**config.mk**
```make
export PLATFORM = sky130hd
export DESIGN_NAME = writeback_queue
export DESIGN_NICKNAME = d
export VERILOG_FILES = /design/src/rtl/writeback_queue.sv
export SDC_FILE = /design/constraint.sdc
export NUM_CORES = 1
export LEC_CHECK = 0
export ABC_AREA = 1
export BUFFER_PORTS_ARGS = -buffer_cell sky130_fd_sc_hd__buf_2
export CAP_MARGIN = 5
export CORE_ASPECT_RATIO = 2
export CORE_MARGIN = 2
export CORE_UTILIZATION = 35
export DETAILED_ROUTE_END_ITERATION = 6
export PLACE_DENSITY_LB_ADDON = 0.2
export SYNTH_ARGS = -nofsm -noshare
export SYNTH_HDL_FRONTEND = slang
export SYNTH_SLANG_ARGS = --single-unit
```
**constraint.sdc**
```tcl
create_clock -name clock_i -period 5.85 [get_ports clock_i]
set_clock_uncertainty 0.05 [all_clocks]
set_input_delay 0.8775 -clock clock_i [delete_from_list [all_inputs] [get_ports clock_i]]
set_output_delay 0.8775 -clock clock_i [all_outputs]
set_load 0.02 [all_outputs]
```
**src/rtl/writeback_queue.sv**
```systemverilog
// -----------------------------------------------------------------------------
// writeback_queue
//
// Buffers execution-unit writebacks (up to two per cycle) in an in-order FIFO
// and retires them one per cycle through the register file's single write
// port. Write 1 is always ordered ahead of write 2 within a cycle. When the
// queue is empty, the oldest incoming write skips the FIFO and lands in the
// output registers at the same edge.
//
// Optional feature: define WRITEBACK_BYPASS_EN to build the forwarding lookup
// (youngest pending GPR value for lookupAddress_i). When it is undefined,
// lookupHit_o/lookupVal_o are tied to 0 and no compare logic is built.
//
// Ports
//   clock_i, reset_i                 clock; synchronous active-low reset
//   functionalUnitCode_i             unit code shared by both incoming writes
//   reg{1,2}WritebackEnable_i        per-port write valid
//   reg{1,2}WritebackAddress_i       per-port target register
//   reg{1,2}WritebackVal_i           per-port value
//   stall_o                          fewer than two free slots
//   overflow_o                       sticky: a write was dropped
//   regWriteEnable_o                 registered register-file write strobe
//   regWriteSlot2_o                  retiring entry came from port 2
//   regWriteUnitCode_o               unit code of retiring entry
//   regWriteAddress_o/regWriteVal_o  retiring target and value
//   lookupAddress_i                  forwarding query address
//   lookupHit_o/lookupVal_o          forwarding result
// -----------------------------------------------------------------------------
module writeback_queue #(
    parameter int regWidth   = 5,
    parameter int dataWidth  = 64,
    parameter int queueDepth = 4,
    parameter int ptrWidth   = 2
) (
    input  logic                 clock_i,
    input  logic                 reset_i,
    input  logic [2:0]           functionalUnitCode_i,
    input  logic                 reg1WritebackEnable_i,
    input  logic                 reg2WritebackEnable_i,
    input  logic [regWidth-1:0]  reg1WritebackAddress_i,
    input  logic [regWidth-1:0]  reg2WritebackAddress_i,
    input  logic [dataWidth-1:0] reg1WritebackVal_i,
    input  logic [dataWidth-1:0] reg2WritebackVal_i,
    output logic                 stall_o,
    output logic                 overflow_o,
    output logic                 regWriteEnable_o,
    output logic                 regWriteSlot2_o,
    output logic [2:0]           regWriteUnitCode_o,
    output logic [regWidth-1:0]  regWriteAddress_o,
    output logic [dataWidth-1:0] regWriteVal_o,
    input  logic [regWidth-1:0]  lookupAddress_i,
    output logic                 lookupHit_o,
    output logic [dataWidth-1:0] lookupVal_o
);

    typedef struct packed {
        logic                 slot2;
        logic [2:0]           unit_code;
        logic [regWidth-1:0]  addr;
        logic [dataWidth-1:0] val;
    } entry_t;

    localparam logic [ptrWidth:0] DEPTH     = (ptrWidth+1)'(queueDepth);
    localparam logic [ptrWidth:0] STALL_LVL = (ptrWidth+1)'(queueDepth - 2);

    entry_t              mem [queueDepth];
    logic [ptrWidth-1:0] head;
    logic [ptrWidth-1:0] tail;
    logic [ptrWidth:0]   count;
    entry_t              out_q;
    logic                out_vld;
    logic                overflow_q;

    entry_t              in1;
    entry_t              in2;
    entry_t              pass_entry;
    logic                pop;
    logic                pass;
    logic                take1;
    logic                take2;
    logic                acc1;
    logic                acc2;
    logic                drop;
    logic [ptrWidth:0]   free_slots;
    logic [ptrWidth-1:0] tail2;
    logic [ptrWidth:0]   count_nxt;

    assign in1 = '{slot2: 1'b0, unit_code: functionalUnitCode_i,
                   addr: reg1WritebackAddress_i, val: reg1WritebackVal_i};
    assign in2 = '{slot2: 1'b1, unit_code: functionalUnitCode_i,
                   addr: reg2WritebackAddress_i, val: reg2WritebackVal_i};

    // Push/pop decision. Free space is judged on the registered count only:
    // the slot freed by this edge's pop is not reusable in the same cycle,
    // which keeps the accept path independent of the pop path.
    always_comb begin
        pop        = 1'b0;
        pass       = 1'b0;
        pass_entry = in1;
        take1      = 1'b0;
        take2      = 1'b0;
        acc1       = 1'b0;
        acc2       = 1'b0;
        drop       = 1'b0;
        free_slots = DEPTH - count;
        tail2      = tail;
        count_nxt  = count;

        pop  = (count != '0);
        pass = (count == '0) && (reg1WritebackEnable_i || reg2WritebackEnable_i);
        pass_entry = reg1WritebackEnable_i ? in1 : in2;

        // Whichever write went straight to the output is not enqueued.
        take1 = reg1WritebackEnable_i && !pass;
        take2 = reg2WritebackEnable_i && !(pass && !reg1WritebackEnable_i);

        acc1 = take1 && (free_slots != '0);
        acc2 = take2 && (free_slots > (ptrWidth+1)'(acc1));
        drop = (take1 && !acc1) || (take2 && !acc2);

        tail2     = tail + ptrWidth'(acc1);
        count_nxt = count + (ptrWidth+1)'(acc1) + (ptrWidth+1)'(acc2)
                          - (ptrWidth+1)'(pop);
    end

    // Entry storage carries no reset; validity is tracked by head/count.
    always_ff @(posedge clock_i) begin
        if (reset_i) begin
            if (acc1) mem[tail]  <= in1;
            if (acc2) mem[tail2] <= in2;
        end
    end

    always_ff @(posedge clock_i) begin
        if (!reset_i) begin
            head       <= '0;
            tail       <= '0;
            count      <= '0;
            overflow_q <= 1'b0;
            out_vld    <= 1'b0;
            out_q      <= '0;
        end else begin
            head    <= head + ptrWidth'(pop);
            tail    <= tail + ptrWidth'(acc1) + ptrWidth'(acc2);
            count   <= count_nxt;
            out_vld <= pop || pass;
            // Output fields hold their last value when nothing retires.
            if (pop)
                out_q <= mem[head];
            else if (pass)
                out_q <= pass_entry;
            if (drop)
                overflow_q <= 1'b1;
        end
    end

    assign stall_o            = (count > STALL_LVL);
    assign overflow_o         = overflow_q;
    assign regWriteEnable_o   = out_vld;
    assign regWriteSlot2_o    = out_q.slot2;
    assign regWriteUnitCode_o = out_q.unit_code;
    assign regWriteAddress_o  = out_q.addr;
    assign regWriteVal_o      = out_q.val;

`ifdef WRITEBACK_BYPASS_EN
    // Forwarding search. The output register is the oldest pending write, so
    // it is checked first; FIFO entries are walked head to tail so that a
    // later (younger) match overrides an earlier one. Port-2 entries never
    // forward because they target CR/XER rather than the GPR file.
    logic [ptrWidth-1:0] idx;

    always_comb begin
        lookupHit_o = 1'b0;
        lookupVal_o = '0;
        idx         = head;
        if (out_vld && !out_q.slot2 && (out_q.addr == lookupAddress_i)) begin
            lookupHit_o = 1'b1;
            lookupVal_o = out_q.val;
        end
        for (int i = 0; i < queueDepth; i++) begin
            idx = head + ptrWidth'(i);
            if (((ptrWidth+1)'(i) < count) && !mem[idx].slot2 &&
                (mem[idx].addr == lookupAddress_i)) begin
                lookupHit_o = 1'b1;
                lookupVal_o = mem[idx].val;
            end
        end
    end
`else
    logic unused_lookup;
    assign unused_lookup = ^lookupAddress_i;
    assign lookupHit_o   = 1'b0;
    assign lookupVal_o   = '0;
`endif

endmodule
```
Yosys cells after proc, flatten, opt, wreduce, memory -nomap -nowiden
Memory sizes are Yosys's and may differ from the RTL's. A register that Yosys moved wholly into a read port is not among the register bits.
Cells that the tools add are included.
Storage, ports and cells
  flip-flop bits (word level): 82
  logic and storage cells: 49
  output and inout bits: 141
  latch bits: 0
  ROM bits: 0
  input port bits: 150
  memories: 1
  memory bits (writable): 292
Memory list
  mem: depth 4, bits a word 73, read ports 1, clocked after Yosys merged registers in 1, wr ports 2, line 66  | entry_t mem [queueDepth];
Operators by class
  shift-type cells: 0
  div/mod/pow operators: 0
  multiplexer cells: 10
  equal/unequal tests: 0
  bitwise gates (word level): 0
  $mul: 0
  $add $sub $neg: 7
  magnitude comparators: 2
  reductions and logical operators: 20
Operators with widths (count)
  2-to-1 mux 73 bit: 3
  logical AND 1 bit: 8
  adder 2 x 1 -> 2 bit: 3
  adder 3 x 1 -> 3 bit: 2
  2-to-1 mux 1 bit: 6
  nonzero test 3 bit: 2
  zero test 1 bit: 5
  > comparator 3 x 1 -> 1 bit: 1
  > comparator 3 x 2 -> 1 bit (second input constant): 1
  zero test 3 bit: 1
  logical OR 1 bit: 3
  subtractor 3 x 1 -> 3 bit: 1
  subtractor 3 bit (first input constant): 1
  2-to-1 mux 2 bit: 1
  nonzero test 2 bit: 1

Logic depth before layout (Yosys ltp)
Gate-level depths: netlist of run 1.
  depth after elaboration: 10
  gate-level depth with buffers: 16
  gate-level depth less buffers: 14

Least setup slack after synthesis of run 1
No wires, ideal clock.
  path kind: input to register
  start: in reg1WritebackEnable_i
  end: mem mem[1][0] (netlist name), enable pin
  path buffers: 2
  data arrival time: 3818 ps
  data required time: 5368 ps
  stages: 9
  library setup time: 432 ps
  setup slack: 1549 ps
  path through: nand3_1 -> inv_1 -> ha_1 -> inv_1 -> nor2_4 -> nand4_1 -> buf_2 -> buf_2 -> nand2_1
RTL lines
  start, declared: line 38  | input logic reg1WritebackEnable_i,
  end, declared: line 66

==> results.md, run 1 <==
- The post-synthesis share of cell area spent on and, or, nand and nor gates is 34.6%.
- The last element of the critical path is mem[0][8]$_DFFE_PP_.
- The portion of synthesized area spent on multiplexers is 0%.
- The clock tree from TritonCTS is done.
- Summing the areas of all xor and xnor instances in the mapped netlist gives 0.120% of the synthesized area.
- The final design instance area without fill is 24400 um^2.
- Relative to the synthesized area, the layout overhead comes to 11.0%.
- The final count of hold timing violations is 0.
- The switching power is 5.27 mW.
- The synthesized netlist occupies a cell area of 22000 um^2.
- The launching instance or port of the critical path is count[0]$_SDFF_PN0_.
- The signal on the critical path passes through inv_1, ha_1, ha_1, inv_2, nand3_1, inv_1, ha_1, inv_1, nand2_1, nand2_1, nor2_4, nand4_1, nand2_4, buf_4.
- The share of total power dissipated in sequential elements is 34.3%.
- The clock drives 374 sinks.
- The number of global-route vias before repair is 19127.
- The worst setup path is of the register to register kind.
- At the end of the flow, the number of nets in the layout was 3190.
- Yosys printed 0 warnings.
- The power density normalized to cell area is 471 nW/um^2.
- The placed instances occupy a cell area of 23100 um^2.
- The tightest slew margin relative to the limit is 20.6%.
- The total number of vias is 20448.
- The class of the most critical hold timing path is register to register.
- The part of the total power dissipated in combinational logic is 43.9%.
- The synthesized area divided by synthesized cell count is 7.38 um^2.
- The number of placed cells counting well taps is 3779.
- The cell type of the slowest stage on the worst timing path is sky130_fd_sc_hd__nand2_4.
- The data arrival at the endpoint of the critical path is 4160 ps.
- The synthesized netlist contains 30 unique library cells.
- For this configuration, the core starts out at a cell density of 35.2%.
- The placeable core region is 62500 um^2.
- The die width is 181 um.
- The final period utilization is 68.5%.
- The synthesized instance count is 2978.
- The depth of the worst register-to-register path is 14.
- Among cell families on the critical path, the largest total delay comes from simple AND/OR/NAND/NOR gates.
- The adder and majority cell fraction of the synthesized area is 0.637%.
- By area, the combinational part of the netlist is dominated by simple AND/OR/NAND/NOR gates.
- The detailed router finished its first iteration with 1793 violations.
- Buffers inserted to repair hold after CTS numbered 0.
- The wire-length estimate of the detail-placed layout is 40.4 mm.
- The logic depth of the worst path, buffers included is 14.
- The relative contribution of the clock network to total power is 21.8%.
- The analysis attributes to cell leakage a power of 11.0 nW.
- The kind of end point of the critical path is a register.
- The cell at the root of the clock tree is sky130_fd_sc_hd__clkbuf_16.
- The routed length per placed instance is 20.2 um.
- The internal portion of the total power is 6.22 mW.
- The total power consumption of the routed design is 11.5 mW.
- The first global-routing pass estimated 117 mm of wire.
- For this run, the top clock speed supported by timing is 0.249 GHz.
- The run finished with clean final reports.
- Once detail routing completed, the nets flagged for antenna violations numbered 0.
- In the layout the commonest cells are sky130_fd_sc_hd__nand2_1 (948), sky130_fd_sc_hd__nor2_1 (484), sky130_fd_sc_hd__nand4_1 (292), sky130_fd_sc_hd__edfxtp_1 (288), sky130_fd_sc_hd__buf_2 (219).
- Sequential elements use 47.2% of the synthesized area.
- STA classifies the critical path startpoint as a register.
- The standard-cell row count is 130.
- The floorplan step set the die height to 358 um.
- Setup repair after global routing left no endpoint under its margin.
- The global placer's final weighted congestion is 0.770.
- The setup slack on the worst flop-to-flop path is 1840 ps.
- The number of slew-limit violations in the final report was 0.
- The post-route setup TNS is 0 ps.
- The flop and latch count out of synthesis is 374.
- Leaving out fill and tap cells, the most frequent cell in the layout is sky130_fd_sc_hd__nand2_1.
- The final critical-path setup slack is 1840 ps.
- The H-tree was split into 2 levels.
- The clock transition at the register clock pins on the worst setup and hold paths after CTS is 70 ps.
- For this run, the slowest stage of the critical path takes 830 ps.
- STA puts the critical path data required time at 6000 ps.
- The area enclosed by the die boundary is 65000 um^2.
- Cells with a size suffix above 1 make up 11.2% of the layout.
- The worst hold path begins at mem[0][72]$_SDFFE_PP1P_.
- In the global route stage, overall resource usage came out at 23.4%.
- The count of cells resized by post-cts repair is 0.
- The fraction of power spent switching nets is 45.8%.
- The clock passes through at most 3 buffers.
- The endpoint identified for the worst register-to-register timing path is mem[0][8]$_DFFE_PP_.
- The number of buffers inserted by port buffering is 220.
- The slew at the pin with the worst max-slew slack is 1190 ps.
- The total clock buffers created by CTS is 40.
- Setup violations remaining at the end of the flow were counted as 0.
- At the later pin of the worst-skew pair, clock insertion delay measures 550 ps.
- The number of antenna violations at the first check in global routing came to 11.
- Across the run, the number of max-cap violations was 0.
- The first detailed-routing pass ran for 6 iterations.
- The number of standard cells in the layout, taps in and fillers out is 3855.
- The worst reg2reg path startpoint is count[0]$_SDFF_PN0_.
- The number of primary I/O pins is 291.
- The critical-path maximum fanout is 41.
- The post-route core utilization is 39.1%.
- The overall overflow remaining after global route is 0.
- For this run, design rule violations remaining after detail routing come to 0.
- The setup fix buffers added after clock tree synthesis is 0.
- The post-place setup slack is 1700 ps.
- The critical path buffer and inverter count is 5.
- The worst path in the final design needs a cycle of 4010 ps, including I/O delays and setup.
- The worst hold slack after final layout is 404 ps.
- After detailed routing, the number of vias per cell comes to 5.30.
- The peak ir drop on the vdd network is 0.549 mV.
- The complex-gate fraction of the synthesized area is 7.52%.
- Entering global routing, the biggest net connects 212 pins.
- Summed over all layers, the routed wires come to 78.0 mm.
## how the worst min path moves through the flow
stage,endpoint,slack (ps),cells after the start
3_3_place_gp,mem[2][72]$_SDFFE_PP1P_,380,2
3_5_place_dp,mem[3][72]$_SDFFE_PP1P_,390,2
5_1_grt,mem[1][72]$_SDFFE_PP1P_,420,2
4_1_cts,mem[3][72]$_SDFFE_PP1P_,400,2
2_1_floorplan,mem[1][72]$_SDFFE_PP1P_,370,2
6_report,mem[0][72]$_SDFFE_PP1P_,400,2
## layer usage
metal	global-route usage, %	routed length (um)	vias up
li1	-	-	9853
met1	29.8	32100	9563
met2	40.2	37300	860
met3	4.13	6150	156
met4	7.89	2360	16
met5	0	104	-
## tightest hold or removal path, stage by stage, from the launching register on
cell	delay, ps
sky130_fd_sc_hd__dfxtp_1	310
sky130_fd_sc_hd__nand2_1	60
sky130_fd_sc_hd__nand2_1	40
## flip-flops by register name (all words and copies together) (netlist names)
signal              flops
mem                   292
regWriteVal_o          64
regWriteAddress_o       5
count                   3
regWriteUnitCode_o      3
head                    2
tail                    2
overflow_o              1
regWriteEnable_o        1
regWriteSlot2_o         1
## power by group through the flow
stage	Combinational [mW]	Clock, mW	Sequential, mW
CTS	5.03	2.55	3.95
finish	5.04	2.51	3.94
global route	5.52	2.63	4.01
floorplan	3.08	0	4.20
global placement	4.97	0	3.99
detailed placement	5.02	0	4.00
## kinds of logic (layout without fill, tap and decap cells)
logic type / after synthesis / count (layout)
other: 1 / 69
xor gates and xnor gates: 3 / 3
AOI/OAI and AO/OA: 329 / 329
adders and majority gates: 10 / 10
DFF: 374 / 374
buffers and inverters: 462 / 479
and+or+nand+nor: 1799 / 1799
## Yosys cell counts
cell type / number / area, um^2
sky130_fd_sc_hd__a21oi_1: 74 / 370
sky130_fd_sc_hd__a21oi_2: 1 / 8.76
sky130_fd_sc_hd__a31oi_1: 1 / 6.26
sky130_fd_sc_hd__buf_1: 6 / 22.5
sky130_fd_sc_hd__buf_2: 79 / 395
sky130_fd_sc_hd__buf_4: 72 / 541
sky130_fd_sc_hd__buf_6: 10 / 113
sky130_fd_sc_hd__buf_8: 1 / 15.0
sky130_fd_sc_hd__clkbuf_1: 147 / 552
sky130_fd_sc_hd__clkinv_1: 1 / 3.75
sky130_fd_sc_hd__conb_1: 1 / 3.75
sky130_fd_sc_hd__dfxtp_1: 86 / 1720
sky130_fd_sc_hd__edfxtp_1: 288 / 8650
sky130_fd_sc_hd__fa_1: 2 / 40.0
sky130_fd_sc_hd__ha_1: 8 / 100
sky130_fd_sc_hd__inv_1: 140 / 526
sky130_fd_sc_hd__inv_2: 6 / 22.5
sky130_fd_sc_hd__nand2_1: 952 / 3570
sky130_fd_sc_hd__nand2_2: 3 / 18.8
sky130_fd_sc_hd__nand3_1: 43 / 215
sky130_fd_sc_hd__nand4_1: 292 / 1830
sky130_fd_sc_hd__nor2_1: 486 / 1820
sky130_fd_sc_hd__nor2_2: 1 / 6.26
sky130_fd_sc_hd__nor2_4: 4 / 45.0
sky130_fd_sc_hd__nor3_1: 18 / 90.1
sky130_fd_sc_hd__o21ai_0: 210 / 1050
sky130_fd_sc_hd__o21ai_1: 42 / 210
sky130_fd_sc_hd__o21bai_1: 1 / 7.51
sky130_fd_sc_hd__xnor2_1: 1 / 8.76
sky130_fd_sc_hd__xor2_1: 2 / 17.5
## cell type report
cell class	count	area [um^2]
fillers	6616	38100
flip-flops and latches	374	10400
multi-input cells	2206	9770
repair buffers	261	1460
clock buffers	56	1100
well taps	792	991
inverters	147	557
clock inverters	15	126
diodes	4	10.0
No activity file was read; power rests on OpenSTA's default activity.
==> run 2, diff against run 1 <==
==> constraint.sdc (replaced) <==
create_clock -name clock_i -period 3.6 [get_ports clock_i]
set_clock_uncertainty 0.05 [all_clocks]
set_input_delay 0.54 -clock clock_i [delete_from_list [all_inputs] [get_ports clock_i]]
set_output_delay 0.54 -clock clock_i [all_outputs]
set_load 0.02 [all_outputs]
==> results.md, run 2 (same netlist as run 1, synthesis figures left out) <==
- The run finished with clean final reports.
- The clock transition at the register clock pins on the worst setup and hold paths after CTS is 70 ps.
- The post-cts hold buffer count is 0.
- The initial standard-cell utilization of the core is 35.2%.
- Adding up every negative setup slack in the final design gives 0 ps.
- The combined area of the multi-input logic cells is 9770 um^2.
- The kind of end point of the critical path is a register.
- Dividing the detail-routed wire length by the instance count gives 20.3 um.
- For this run, the total global-route usage over all layers was measured as 23.7%.
- In this run the worst setup path begins at count[0]$_SDFF_PN0_.
- The sequential cells in the finished layout cover a total of 10400 um^2.
- The max-cap check violation count is 0.
- Timing analysis after detailed placement gives a worst setup slack of 335 ps.
- The worst reg2reg path endpoint is mem[1][8]$_DFFE_PP_.
- For this design the static power due to leakage is 11.1 nW.
- Walking the worst path, the cells encountered are inv_1, ha_1, ha_1, inv_2, nand3_1, inv_1, ha_1, inv_1, nor2_4, nand4_1, buf_4, nand2_1, nand2_1.
- The number of global-route vias before repair is 19388.
- The final critical-path setup slack is 269 ps.
- The first global-routing pass estimated 119 mm of wire.
- Entering global routing, the biggest net connects 201 pins.
- Setup repair after global routing left no endpoint under its margin.
- Setup violations remaining at the end of the flow were counted as 0.
- CTS saw 374 sinks.
- Clock latency on the worst-skew pair, taken at its later pin, is 550 ps.
- The tightest min-delay check is of the input pin to register type.
- The data arrival at the endpoint of the critical path is 3690 ps.
- For this run, the slowest stage of the critical path takes 930 ps.
- The critical setup path kind is register to register.
- The die width is 181 um.
- The final period utilization is 92.5%.
- The maximum operating frequency is 0.300 GHz.
- The growth of design area from synthesis to finish is 11.9%.
- The number of nets in the layout is 3197.
- The deepest clock path buffer count is 3.
- The critical-path maximum fanout is 73.
- The count of cells resized by post-cts repair is 0.
- The number of setup buffers added after CTS is 0.
- The power density normalized to cell area is 766 nW/um^2.
- The number of design-rule violations left by the first detailed-router iteration is 1935.
- The die covers 65000 um^2.
- The depth of the worst register-to-register path is 13.
- The first detailed-routing pass ran for 6 iterations.
- The final critical-path required period is 3330 ps.
- The library cell used most frequently in the layout, excluding fill and tap cells, is sky130_fd_sc_hd__nand2_1.
- Clock tree synthesis selected as its root buffer the cell sky130_fd_sc_hd__clkbuf_16.
- The required time reported for the critical path endpoint is 3960 ps.
- The final count of hold timing violations is 0.
- The overall overflow remaining after global route is 0.
- Across all register-to-register paths, the minimum setup slack is 270 ps.
- From bottom edge to top edge, the die measures 358 um.
- The last element of the critical path is mem[1][8]$_DFFE_PP_.
- The proportion of layout cells with a drive suffix above 1 is 11.4%.
- The number of slew-limit violations in the final report is 0.
- The total clock buffers created by CTS is 39.
- Counting the fill cells in the layout gives 6505.
- The number of flip-flops in the largest register is 292.
- STA classifies the critical path startpoint as a register.
- The standard-cell row count is 130.
- Summing over every cut layer, the via total after detailed routing is 20460.
- The number of antenna violations at the first check in global routing came to 8.
- Measured against its own limit, the worst slew margin works out to 18.3%.
- The cell type of the slowest stage on the worst timing path is sky130_fd_sc_hd__buf_4.
- The congestion estimate from routability-driven global placement came to 0.763.
- Summed over all nets, the half-perimeter wirelength after detailed placement is 40.1 mm.
- 291 I/O pins were placed.
- In this run the remaining antenna-violating nets after routing total 0.
- The total DRC errors in the routed layout is 0.
- The mean number of vias per cell is 5.30.
- The placeable core region is 62500 um^2.
- Cells fill 39.4% of the core in the end.
- CTS built an H-tree with a depth of 2.
- The worst reg2reg path startpoint is count[0]$_SDFF_PN0_.
- Ranked by flip-flop count, first place goes to mem.
- In the layout the commonest cells are sky130_fd_sc_hd__nand2_1 (948), sky130_fd_sc_hd__nor2_1 (484), sky130_fd_sc_hd__nand4_1 (292), sky130_fd_sc_hd__edfxtp_1 (288), sky130_fd_sc_hd__buf_2 (219).
- The slew at the pin with the worst max-slew slack is 1230 ps.
- The clock tree from TritonCTS is done.
- During placement, the flow inserted port buffers numbering 220.
- The peak ir drop on the vdd network is 0.746 mV.
- The routed design has 78.4 mm of wire.
==> run 2: metrics by stage <==
step	cell area, um^2	cells	hold slack, ps	power [mW]
floorplan	22200	3042	372	11.8
global placement	23400	3788	383	14.7
detailed placement	23400	3788	385	14.8
CTS	24600	3859	296	18.9
global route	24600	3860	321	19.9
finish	24600	3861	317	18.8
==> run 2: area by class of cell <==
| class | count | share of cell area [%] |
|---|---|---|
| antenna | 2 | 0.0203 |
| clock buffer | 57 | 4.54 |
| clock inverter | 14 | 0.473 |
| inverter | 147 | 2.26 |
| multi-input combinational | 2206 | 39.7 |
| sequential | 374 | 42.2 |
| tap | 792 | 4.03 |
| timing repair buffer | 269 | 6.78 |
==> run 2: critical path: cells and delay by family (launching register included) <==
| kind | cells | cell delay (ps) |
|---|---|---|
| fa+ha+maj | 3 | 750 |
| buf+inv | 5 | 1370 |
| flops | 1 | 340 |
| simple gates | 5 | 650 |
==> run 2: power breakdown <==
part | internal (mW) | switching, mW | total, mW
clock network | 2.30 | 1.80 | 4.10
logic | 2.05 | 6.42 | 8.46
registers | 5.89 | 0.401 | 6.29
==> run 2: how the worst min path moves through the flow <==
stage,startpoint,slack [ps],to,depth (start not counted)
global route,reg2WritebackVal_i[35],320,mem[1][35]$_DFFE_PP_,3
finish,reg2WritebackVal_i[21],320,mem[3][21]$_DFFE_PP_,3
floorplan,mem[1][72]$_SDFFE_PP1P_,370,mem[1][72]$_SDFFE_PP1P_,2
CTS,reg2WritebackVal_i[2],300,mem[2][2]$_DFFE_PP_,3
global placement,mem[2][72]$_SDFFE_PP1P_,380,mem[2][72]$_SDFFE_PP1P_,2
detailed placement,mem[2][72]$_SDFFE_PP1P_,390,mem[2][72]$_SDFFE_PP1P_,2
==> run 2: metal layers <==
metal	wire length, um	global-route usage [%]
met1	32600	30.8
met2	38200	41.0
met3	5930	3.39
met4	1650	6.78
met5	73	0
==> run 3, diff against run 2 <==
--- a/config.mk
+++ b/config.mk
@@ -12,7 +12,9 @@
 export CORE_MARGIN = 2
 export CORE_UTILIZATION = 35
 export DETAILED_ROUTE_END_ITERATION = 6
+export GPL_TIMING_DRIVEN = 0
 export PLACE_DENSITY_LB_ADDON = 0.2
+export SLEW_MARGIN = 20
 export SYNTH_ARGS = -nofsm -noshare
 export SYNTH_HDL_FRONTEND = slang
 export SYNTH_SLANG_ARGS = --single-unit
==> results.md, run 3 (same netlist as run 1, synthesis figures left out) <==
- Internal power comes to 10.8 mW.
- IR analysis of the VDD net gives a maximum drop of 0.407 mV.
- The number of slew-limit violations in the final report is 0.
- The number of global-route vias before repair is 20982.
- The instance count along the most critical hold path is 3.
- The largest single stage delay on the critical path is 340 ps.
- The slew at the pin with the worst max-slew slack is 1010 ps.
- Data on the critical path arrives at its endpoint at 3570 ps.
- The worst register-to-register path ends at mem[3][46]$_DFFE_PP_.
- For this run, design rule violations remaining after detail routing come to 8.
- The flow ran to the end, but the final reports show violations.
- The end of the worst hold path is mem[1][48]$_DFFE_PP_.
- The final critical-path setup slack is 136 ps.
- The library cells used most frequently in the layout, excluding fill and tap cells, are sky130_fd_sc_hd__nand2_1 (948), sky130_fd_sc_hd__nor2_1 (485), sky130_fd_sc_hd__nand4_1 (292), sky130_fd_sc_hd__buf_2 (290), sky130_fd_sc_hd__edfxtp_1 (288).
- The die is 181 um wide.
- In this run the static leakage power is 11.9 nW.
- The register with the most flip-flops is mem.
- Of the total power, the share spent switching nets is 46.7%.
- The final reports fail on design-rule violations.
- At the worst endpoint, the required time is 3710 ps.
- The later-pin clock latency in the skew report is 560 ps.
- The number of flip-flops in the largest register is 292.
- The number of buffers inserted by port buffering is 219.
- Sequential cells account for 31.4% of the total power.
- The level count of the clock H-tree is 2.
- After detailed routing, the total wire length is 93.1 mm.
- The first global-routing pass estimated 135 mm of wire.
- Of the total power, combinational logic draws 46.7%.
- Counting the buffers created by CTS gives 39.
- The number of design-rule violations left by the first detailed-router iteration is 2641.
- The placeable core region is 62500 um^2.
- The final period utilization is 96.2%.
- Summed over all nets, the switching power comes to 9.44 mW.
- The startpoint identified for the worst hold timing path is reg2WritebackVal_i[48].
- The min-delay analysis places its worst path in the category input pin to register.
- The worst reg2reg path startpoint is count[0]$_SDFF_PN0_.
- The number of antenna violations at the first check in global routing is 6.
- The post-place instance area is 24400 um^2.
- The clock tree from TritonCTS is done.
- The routed length per placed instance is 22.5 um.
- Entering global routing, the biggest net connects 37 pins.
- For this run the aggregate overflow at the end of global routing stands at 0.
- Of all nets on the critical path, the largest fanout is 36.
- Routability-driven placement finished with a final weighted congestion of 0.887.
- After the last flow step, the layout net total stands at 3470.
- The design draws 20.2 mW.
- In the global route stage, overall resource usage came out at 27.9%.
- The count of nets left with antenna violations once routing finished came out at 0.
- The die covers 65000 um^2.
- The growth of design area from synthesis to finish is 17.7%.
- Once the floorplan was initialized, standard cells occupied 35.2% of the core.
- The commonest non-fill, non-tap cell in the layout is sky130_fd_sc_hd__nand2_1.
- The worst hold slack after final layout is 318 ps.
- In this run the vertical extent of the chip is 358 um.
- Traced cell by cell, the critical path runs through inv_1, ha_1, ha_1, inv_2, nand3_2, inv_1, ha_1, inv_1, nor2_4, nand4_1, clkbuf_4, buf_4, nand2_8.
- The longest clock path from root to sink contains 3 buffers.
- Setup repair after global routing left no endpoint under its margin.
- The launching element type of the critical path is a register.
- The relative contribution of the clock network to total power is 21.9%.
- The tightest slew margin relative to the limit is 32.4%.
- The standard-cell row count is 130.
- Before CTS, the worst setup slack after placement is -511 ps.
- Across the run, the number of max-cap violations was 0.
- The tree is rooted in a sky130_fd_sc_hd__clkbuf_16.
- The maximum operating frequency is 0.289 GHz.
- The mean number of vias per cell is 5.42.
- The number of sinks handled by clock tree synthesis is 374.
- The final design instance area without fill is 25900 um^2.
- Clock-pin slew was measured on the worst setup and hold paths at 70 ps.
- In this run the register-to-register setup slack is 140 ps.
- The number of primary I/O pins is 291.
- The HPWL after detailed placement is 60.8 mm.
- The critical setup path kind is register to register.
- STA classifies the critical path endpoint as a register.
- The final count of hold timing violations was 0.
- Among all stages on the critical path, the largest delay is contributed by sky130_fd_sc_hd__dfxtp_1.
- The proportion of layout cells with a drive suffix above 1 is 14.1%.
- The total setup violations reported at the end of the flow is 0.
- The detailed-router iteration count before antenna repair is 7.
- Measured in cells, the most critical reg-to-reg path has a length of 13.
- Cells fill 41.4% of the core in the end.
- The total number of vias is 22388.
- The worst path needs 3460 ps of the cycle, external delays included.
- Power spread over the standard cell area amounts to 781 nW/um^2.
## run 3: cell count changes in the layout (fill, tap and decap cells not counted), sizes merged
cell      previous run  this run
clkbuf              57       207
clkinvlp             1         2
buf                269       385
bufinv               2         4
nand2              955       959
## run 3: final cells by class
class | count | area, um^2
diodes | 2 | 5.00
well taps | 792 | 991
flip-flops and latches | 374 | 10400
repair buffers | 223 | 1130
clock buffers | 54 | 1170
clock inverters | 17 | 184
fillers | 6501 | 36600
plain buffers | 315 | 1660
inverters | 147 | 552
multi-input cells | 2210 | 9820
## run 3: power by group through the flow
stage / combinational (mW) / sequential, mW / clock (mW)
after detailed placement: 9.10 / 6.42 / 0
final: 9.43 / 6.34 / 4.42
after CTS: 9.26 / 6.32 / 4.43
after global routing: 10.1 / 6.42 / 4.57
after global placement: 8.99 / 6.45 / 0
after floorplan: 5.00 / 6.79 / 0
## run 3: worst max path at each step
| stage | cells past startpoint | from | slack, ps | end |
|---|---|---|---|---|
| global route | 15 | count[0]$_SDFF_PN0_ | 50 | mem[2][46]$_DFFE_PP_ |
| floorplan | 13 | count[1]$_SDFF_PN0_ | 70 | mem[1][0]$_DFFE_PP_ |
| detailed placement | 13 | count[0]$_SDFF_PN0_ | -510 | mem[1][19]$_DFFE_PP_ |
| CTS | 14 | count[0]$_SDFF_PN0_ | 10 | mem[2][46]$_DFFE_PP_ |
| finish | 13 | count[0]$_SDFF_PN0_ | 140 | mem[3][46]$_DFFE_PP_ |
| global placement | 13 | count[0]$_SDFF_PN0_ | -1590 | mem[3][42]$_DFFE_PP_ |
## run 3: critical path: cells and delay by family, from the launching register on
| family | cells | cell delay (ps) |
|---|---|---|
| buffers and inverters | 6 | 1230 |
| adders and majority gates | 3 | 740 |
| DFF | 1 | 340 |
| and+or+nand+nor | 4 | 640 |
## run 3: timing repair
item                                    in CTS  in global routing
cloned                                       4                  0
pin swaps                                    4                  0
hold buffers                                 0                  0
gates resized for setup                      6                  7
setup buffers                                4                  0
endpoints found under the setup margin     288                288
## run 3: per-layer routing
layer,part of all wire [%],GRT usage [%]
met1,38,35.8
met2,47,46.4
met3,9.6,3.72
met4,4.9,13.7
met5,0.069,0
## run 3: metrics by stage
stage,setup TNS (ps),cells
floorplan,0,3042
CTS,0,4132
global placement,-443730,4053
detailed placement,-139000,4053
finish,0,4134
global route,0,4133
